$ cat src/rtl/rom_prog_ctrl.sv
// In-system byte programmer for the 28C256/29C256-class parts in sockets SKT01/SKT23.
// Define ROM_PROG_ERASE_EN to enable the JEDEC chip-erase command list.
module rom_prog_ctrl #(
    parameter int unsigned WE_CYCLES = 2,
    parameter int unsigned RD_CYCLES = 2,
    parameter int unsigned POLL_GAP  = 8,
    parameter int unsigned POLL_MAX  = 4095
) (
    input  logic        wclk,
    input  logic        reset_b,
    input  logic        req_valid,
    output logic        req_ready,
    input  logic [14:0] req_addr,
    input  logic [7:0]  req_data,
    input  logic        req_skt,
    input  logic        req_erase,
    input  logic        cpu_rom_req,
    output logic        bus_own,
    output logic [1:0]  rom_cs_b,
    output logic        rom_we_b,
    output logic        rom_oe_b,
    output logic [14:0] rom_a,
    output logic [7:0]  rom_dout,
    input  logic [7:0]  rom_din,
    output logic        done,
    output logic        err
);

    localparam int unsigned CNT_M1 = (WE_CYCLES > RD_CYCLES) ? WE_CYCLES : RD_CYCLES;
    localparam int unsigned CNT_MX = (CNT_M1 > POLL_GAP) ? CNT_M1 : POLL_GAP;
    localparam int unsigned CNT_W  = $clog2(CNT_MX + 1);
    localparam int unsigned POLL_W = $clog2(POLL_MAX + 1);
`ifdef ROM_PROG_ERASE_EN
    localparam int unsigned STEP_W = 3;
`else
    localparam int unsigned STEP_W = 2;
`endif

    typedef enum logic [3:0] {
        ST_IDLE, ST_ARB, ST_SETUP, ST_STROBE, ST_HOLD,
        ST_PGAP, ST_PRD, ST_DONE, ST_ERR
    } state_t;

    state_t              state_q, state_d;
    logic [STEP_W-1:0]   step_q, step_d;
    logic                issued_q, issued_d;
    logic [CNT_W-1:0]    cnt_q, cnt_d;
    logic [POLL_W-1:0]   poll_q, poll_d;
    logic [14:0]         addr_q, addr_d;
    logic [7:0]          data_q, data_d;
    logic                skt_q, skt_d;
`ifdef ROM_PROG_ERASE_EN
    logic                erase_q, erase_d;
`endif

    logic [STEP_W-1:0]   last_step;
    logic [14:0]         cmd_addr;
    logic [7:0]          cmd_data;
    logic [14:0]         poll_addr;
    logic                poll_tgt;
    logic                unused_din;

    assign unused_din = ^rom_din[6:0];

`ifdef ROM_PROG_ERASE_EN
    assign last_step = erase_q ? STEP_W'(5) : STEP_W'(3);
    assign poll_addr = erase_q ? '0 : addr_q;
    assign poll_tgt  = erase_q ? 1'b1 : data_q[7];
`else
    assign last_step = STEP_W'(3);
    assign poll_addr = addr_q;
    assign poll_tgt  = data_q[7];
`endif

    always_comb begin
        cmd_addr = 15'h5555;
        cmd_data = 8'hAA;
`ifdef ROM_PROG_ERASE_EN
        if (erase_q) begin
            case (step_q)
                STEP_W'(1): begin cmd_addr = 15'h2AAA; cmd_data = 8'h55; end
                STEP_W'(2): cmd_data = 8'h80;
                STEP_W'(4): begin cmd_addr = 15'h2AAA; cmd_data = 8'h55; end
                STEP_W'(5): cmd_data = 8'h10;
                default: ;
            endcase
        end else
`endif
        begin
            case (step_q)
                STEP_W'(1): begin cmd_addr = 15'h2AAA; cmd_data = 8'h55; end
                STEP_W'(2): cmd_data = 8'hA0;
                STEP_W'(3): begin cmd_addr = addr_q; cmd_data = data_q; end
                default: ;
            endcase
        end
    end

    always_ff @(posedge wclk or negedge reset_b) begin
        if (!reset_b) begin
            state_q  <= ST_IDLE;
            step_q   <= '0;
            issued_q <= 1'b0;
            cnt_q    <= '0;
            poll_q   <= '0;
            addr_q   <= '0;
            data_q   <= '0;
            skt_q    <= 1'b0;
`ifdef ROM_PROG_ERASE_EN
            erase_q  <= 1'b0;
`endif
        end else begin
            state_q  <= state_d;
            step_q   <= step_d;
            issued_q <= issued_d;
            cnt_q    <= cnt_d;
            poll_q   <= poll_d;
            addr_q   <= addr_d;
            data_q   <= data_d;
            skt_q    <= skt_d;
`ifdef ROM_PROG_ERASE_EN
            erase_q  <= erase_d;
`endif
        end
    end

    always_comb begin
        state_d  = state_q;
        step_d   = step_q;
        issued_d = issued_q;
        cnt_d    = cnt_q;
        poll_d   = poll_q;
        addr_d   = addr_q;
        data_d   = data_q;
        skt_d    = skt_q;
`ifdef ROM_PROG_ERASE_EN
        erase_d  = erase_q;
`endif
        case (state_q)
            ST_IDLE: begin
                if (req_valid) begin
                    addr_d   = req_addr;
                    data_d   = req_data;
                    skt_d    = req_skt;
                    step_d   = '0;
                    issued_d = 1'b0;
                    cnt_d    = '0;
                    poll_d   = '0;
`ifdef ROM_PROG_ERASE_EN
                    erase_d  = req_erase;
                    state_d  = ST_ARB;
`else
                    state_d  = req_erase ? ST_ERR : ST_ARB;
`endif
                end
            end
            ST_ARB: begin
                cnt_d = '0;
                if (!cpu_rom_req) state_d = issued_q ? ST_PGAP : ST_SETUP;
            end
            ST_SETUP: state_d = ST_STROBE;
            ST_STROBE: begin
                if (cnt_q == CNT_W'(WE_CYCLES - 1)) begin
                    cnt_d   = '0;
                    state_d = ST_HOLD;
                end else begin
                    cnt_d = cnt_q + 1'b1;
                end
            end
            // Step index may wrap after the last step; issued_q records completion.
            ST_HOLD: begin
                step_d  = step_q + 1'b1;
                if (step_q == last_step) issued_d = 1'b1;
                state_d = ST_ARB;
            end
            ST_PGAP: begin
                if (cnt_q == CNT_W'(POLL_GAP - 1)) begin
                    if (!cpu_rom_req) begin
                        cnt_d   = '0;
                        state_d = ST_PRD;
                    end
                end else begin
                    cnt_d = cnt_q + 1'b1;
                end
            end
            ST_PRD: begin
                if (cnt_q == CNT_W'(RD_CYCLES - 1)) begin
                    cnt_d = '0;
                    if (rom_din[7] == poll_tgt) begin
                        state_d = ST_DONE;
                    end else begin
                        poll_d  = poll_q + 1'b1;
                        state_d = (poll_q == POLL_W'(POLL_MAX - 1)) ? ST_ERR : ST_PGAP;
                    end
                end else begin
                    cnt_d = cnt_q + 1'b1;
                end
            end
            ST_DONE, ST_ERR: state_d = ST_IDLE;
            default: state_d = ST_IDLE;
        endcase
    end

    always_comb begin
        req_ready = (state_q == ST_IDLE);
        done      = (state_q == ST_DONE);
        err       = (state_q == ST_ERR);
        bus_own   = 1'b0;
        rom_cs_b  = '1;
        rom_we_b  = 1'b1;
        rom_oe_b  = 1'b1;
        rom_a     = '0;
        rom_dout  = '0;
        case (state_q)
            ST_SETUP, ST_STROBE, ST_HOLD: begin
                bus_own         = 1'b1;
                rom_cs_b[skt_q] = 1'b0;
                rom_a           = cmd_addr;
                rom_dout        = cmd_data;
                rom_we_b        = (state_q != ST_STROBE);
            end
            ST_PRD: begin
                bus_own         = 1'b1;
                rom_cs_b[skt_q] = 1'b0;
                rom_a           = poll_addr;
                rom_oe_b        = 1'b0;
            end
            default: ;
        endcase
    end

endmodule

$ cat config.mk
export PLATFORM = sky130hd
export DESIGN_NAME = rom_prog_ctrl
export DESIGN_NICKNAME = d
export VERILOG_FILES = /design/src/rtl/rom_prog_ctrl.sv
export SDC_FILE = /design/constraint.sdc
export NUM_CORES = 1
export LEC_CHECK = 0
export BUFFER_PORTS_ARGS = -buffer_cell sky130_fd_sc_hd__buf_4
export CAP_MARGIN = 40
export CORE_MARGIN = 5
export CORE_UTILIZATION = 40
export DETAILED_ROUTE_END_ITERATION = 16
export SLEW_MARGIN = 15
export SYNTH_ARGS = -nofsm -noshare
export SYNTH_HDL_FRONTEND = slang
export SYNTH_SLANG_ARGS = --single-unit
$ cat constraint.sdc
create_clock -name wclk -period 4.84 [get_ports wclk]
set_input_delay 0.726 -clock wclk [delete_from_list [all_inputs] [get_ports wclk]]
set_output_delay 0.726 -clock wclk [all_outputs]
set_load 0.1 [all_outputs]
==> reports/summary.txt, run 1 <==
CTS Buffer Depth: 2
Arrival time at the worst endpoint: 2650 ps
CP endpoint kind: primary output
Final ANT Viol Nets: 0
Fmax: 296 MHz
Post-synthesis cell type count: 49
Largest net degree at the start of global routing: 48
Fin area: 3340 um^2
Nets@finish: 416
Worst Tran Pin Value: 667 ps
DR vias: 2356
Register area share after synthesis: 43.3%
RR Startpoint: state_q[0]
Detailed Place HPWL: 4470 um
Metal2 WL: 2930 um
H-tree Lvls: 2
Final Setup Violations: 0
Critical path class: flip-flop to primary output
Worst Hold Class: input port to async pin
Setup crit start kind: flip-flop
CTS sink cnt: 47
Die width: 92.4 um
Gr ovfl total: 0
DRC viols: 0
Reg2reg end: poll_q[7]
Run status: complete, no violations
# IOs: 68
Vias in the first global route: 2378
Post-CTS Hold Buffers: 0
Die H: 92.4 um
Yosys warns: 0
Metal-1 WL: 3070 um
Uppermost layer routed: met4
Critical path fanouts, max: 22
Post-Synthesis Cells: 318
CTS root buf: clkbuf_8
Initial antenna violation count: 0
Seq. cell area: 1180 um^2
TNS Setup: 0 ps
Row count: 30
Top FF cell, synth: dfrtp_1
Async SR Flop Fraction: 100%
Max transition margin: 55.6%
Syn nets: 362
Ratio of cells with drive above 1 in the final layout: 21.7%
ANT cells: 0
DRT Pass-1 Iters: 5
Post-cts sizing count: 0
Worst r2r path cells: 6
Most common cell after layout, fill and taps aside: nand2_1
Placement-stage cell area: 3200 um^2
CTS tree: done
Clk_skew: 5.65 ps
WL final: 6460 um
Area of the multi-input gates: 1410 um^2
Wire per inst: 14.3 um
Setup Buffers After CTS: 0
DR WL met3: 388 um
Period utilisation layout: 69.7%
Die area: 8530 um^2
Skew-Pair Late Insertion Delay: 300 ps
Max cap viols: 0
Area of the core: 6680 um^2
Worst path required time: 4110 ps
Fin crit period: 3370 ps
Final Hold Viols: 0
Hold slack: 413 ps
1st-iter DRT viols: 106
Most frequent cells in the layout: nand2_1 (89), buf_4 (62), dfrtp_1 (47), nor2_1 (19), a21oi_1 (19)
Number of I/O port buffers: 60
Clk slew on worst S/H paths: 90 ps
Critical path origin: state_q[2]
Vias per cell: 5.20
Avg Synthesized Cell Area: 8.53 um^2
Layout area overhead: 23.2%
TritonCTS Buffers: 5
Global-route wire length before repair: 11000 um
R2r setup slk: 2730 ps
Fillers: 694
Post-synth EDFFs: 0
Total Routing Usage GR: 15.7%
RSZ-0062 raised after global routing: false
GPL Wtd Cong: 0.764
Yosys reg bits: 47
Mapped Area: 2710 um^2
Slew Viols, Final: 0
Starting Density: 40.6%
CP Capture Point: rom_a[13]
metrics by stage:
| step | cells | worst slack, ps | util, % |
|---|---|---|---|
| after floorplan | 318 | 495 | - |
| after global placement | 443 | 1630 | 47.7 |
| after detailed placement | 444 | 1620 | 47.9 |
| after CTS | 452 | 1290 | 49.9 |
| after global routing | 453 | 1270 | 50.0 |
| final | 453 | 1470 | 50.0 |
synthesized netlist by cell type, drive strengths merged (4+ instances only):
cell type   n  area [um^2]
nand3      12         60.1
xnor2       9         78.8
nor3       10         65.1
dfrtp      47         1180
buf        15         80.1
nand2      89          334
nor2       19         71.3
a21o       17          128
nor4        8         65.1
nand3b      4         30.0
inv        12         45.0
ha          7         87.6
a21oi      20          104
o21ai      10         53.8
layout make-up:
cell class,count,share of cell area [%]
Inverter,12,1.35
Clock buffer,6,2.17
Tap cell,80,2.99
Clock inverter,2,1.80
Timing Repair Buffer,63,14.4
Multi-Input combinational cell,243,42.1
Sequential cell,47,35.2
routing by layer:
metal / vias up / global-route usage, %
met5: - / 0
met4: 0 / 3.34
met3: 6 / 5.04
met2: 56 / 26.3
met1: 1104 / 19.9
li1: 1190 / -
critical path, stage by stage (launching register included):
cell and delay (ps):
dfrtp_1 780, nor3b_1 260, o21ai_1 90, buf_4 180
o21ai_2 510, a21o_1 220, buf_4 290
kinds of logic after synthesis:
family	after synthesis	synth area share, %
buffers and inverters	28	4.75
AO/OA/AOI/OAI	59	14.8
XOR/XNOR	12	3.87
adder cells (fa/ha/maj)	7	3.23
flip-flops	47	43.3
AND/OR/NAND/NOR	165	30.0
sequential cells by signal (all words and copies together), names as in the netlist:
register,count
skt_q,1
addr_q,15
step_q,2
poll_q,12
data_q,8
state_q,4
issued_q,1
cnt_q,4
worst min path at each step:
| stage | startpoint | end | slack (ps) | cells after the start |
|---|---|---|---|---|
| 2_1_floorplan | reset_b | addr_q[0] | 430 | 0 |
| 3_3_place_gp | addr_q[9] | addr_q[9] | 460 | 2 |
| 3_5_place_dp | data_q[2] | data_q[2] | 460 | 2 |
| 4_1_cts | reset_b | state_q[3] | 470 | 1 |
| 5_1_grt | reset_b | state_q[3] | 490 | 1 |
| 6_report | reset_b | poll_q[1] | 410 | 1 |
Power of run 1 is not shown: default switching activity piles up to over one toggle a cycle in this logic, so the estimate is an artifact.
==> run 2: changes to the inputs <==
==> constraint.sdc (replaced) <==
create_clock -name wclk -period 3.45 [get_ports wclk]
set_input_delay 0.5175 -clock wclk [delete_from_list [all_inputs] [get_ports wclk]]
set_output_delay 0.5175 -clock wclk [all_outputs]
set_load 0.1 [all_outputs]
==> run 2 against run 1 <==
Worst hold slack got worse by 200 ps. Critical path type unchanged. First-iteration DRC count is 21% lower. Wire length decreased by 1.7%. Non-clock buffer count rose by 4. Global-route usage up 0.092 points. Final cell count rose by 0.88%.
==> reports/summary.txt, run 2 (same netlist as run 1, synthesis figures left out) <==
Max transition margin: 58.3%
Largest net degree at the start of global routing: 48
Slew Viols, Final: 0
CTS sink cnt: 47
H-tree Lvls: 2
Max cap viols: 0
Global-route wire length before repair: 11000 um
TNS Setup: 0 ps
Fin crit period: 2950 ps
Post-CTS Hold Buffers: 0
Post-cts sizing count: 0
Reg with most FFs: addr_q
GPL Wtd Cong: 0.811
Worst Tran Pin Value: 626 ps
Total Routing Usage GR: 15.8%
RR Startpoint: cnt_q[1]
Most common cell after layout, fill and taps aside: nand2_1
Number of I/O port buffers: 60
Critical path fanouts, max: 15
Layout area overhead: 22.9%
CTS root buf: clkbuf_8
Critical path origin: state_q[2]
DRC viols: 0
Starting Density: 40.6%
Worst Hold Class: input port to async pin
TritonCTS Buffers: 5
CTS Buffer Depth: 2
Setup crit start kind: flip-flop
Most frequent cells in the layout: nand2_1 (89), buf_4 (67), dfrtp_1 (47), nor2_1 (19), a21oi_1 (19)
Max reg flops: 15
Skew-Pair Late Insertion Delay: 300 ps
WL final: 6350 um
ANT cells: 0
Vias in the first global route: 2374
1st-iter DRT viols: 84
Row count: 30
Die width: 92.4 um
Final Setup Violations: 0
CP endpoint kind: primary output
Period utilisation layout: 85.5%
Nets@finish: 420
Ratio of cells with drive above 1 in the final layout: 22.8%
Clk slew on worst S/H paths: 90 ps
DR vias: 2351
CTS tree: done
Run status: complete, no violations
Worst path required time: 2930 ps
RSZ-0062 raised after global routing: false
Gr ovfl total: 0
Vias per cell: 5.14
Fmax: 339 MHz
Setup Buffers After CTS: 0
Critical path class: flip-flop to primary output
Wire per inst: 13.9 um
Final ANT Viol Nets: 0
Die H: 92.4 um
Largest regs: addr_q x15, poll_q x12, data_q x8
Initial antenna violation count: 0
# IOs: 68
Arrival time at the worst endpoint: 2430 ps
Area of the core: 6680 um^2
DRT Pass-1 Iters: 4
Detailed Place HPWL: 4460 um
Clk_skew: 6.00 ps
Die area: 8530 um^2
Final Hold Viols: 0
==> run 2: cell count changes in the layout (fill, tap and decap cells not counted) <==
cell / delta
buf_8: -1
nor4_1: -1
clkbuf_8: +1
buf_4: +5
bufinv_16: -2
nor4_2: +1
clkinv_4: +1
==> run 2: final timing paths <==
check | end | slack [ps] | depth (start not counted)
worst max-delay path | rom_a[11] | 500 | 6
worst min-delay path | addr_q[10] | 210 | 1
max in group asynchronous | poll_q[1] | 2820 | 1
worst max register to register | state_q[1] | 1380 | 7
worst min register to register | addr_q[11] | 480 | 2
min in group wclk | addr_q[12] | 400 | 3
==> run 2: through the flow <==
step           worst slack [ps]  hold WS, ps  util [%]  area, um^2  instances
4_1_cts                     485          245      49.9        3330        457
3_5_place_dp                841          463      48.5        3240        449
5_1_grt                     276          274      49.9        3330        457
2_1_floorplan              8.75          222         -        2720        318
6_report                    502          214      49.9        3330        457
3_3_place_gp                819          459      48.5        3240        449
==> run 2: worst max-delay path: stages (launching register included) <==
cell	delay [ps]
dfrtp_1	610
nor3b_1	230
o21ai_1	90
buf_4	180
o21ai_2	510
a21o_1	220
buf_4	290
==> run 2: final cells by class <==
type                       instances  area (um^2)
clock inverter                     1         8.76
sequential                        47         1180
multi-input combinational        243         1420
tap                               80          100
inverter                          12         45.0
fill                             662         3350
timing repair buffer              67          503
clock buffer                       7         86.3
==> run 2: routing by layer <==
metal,vias to the layer above,GRT usage (%),wire (um)
met2,56,25.4,2870
met1,1089,20.9,3030
li1,1200,-,-
met3,6,4.96,379
met4,0,3.71,68
met5,-,0,0
Power of run 2 is left out for the same reason.
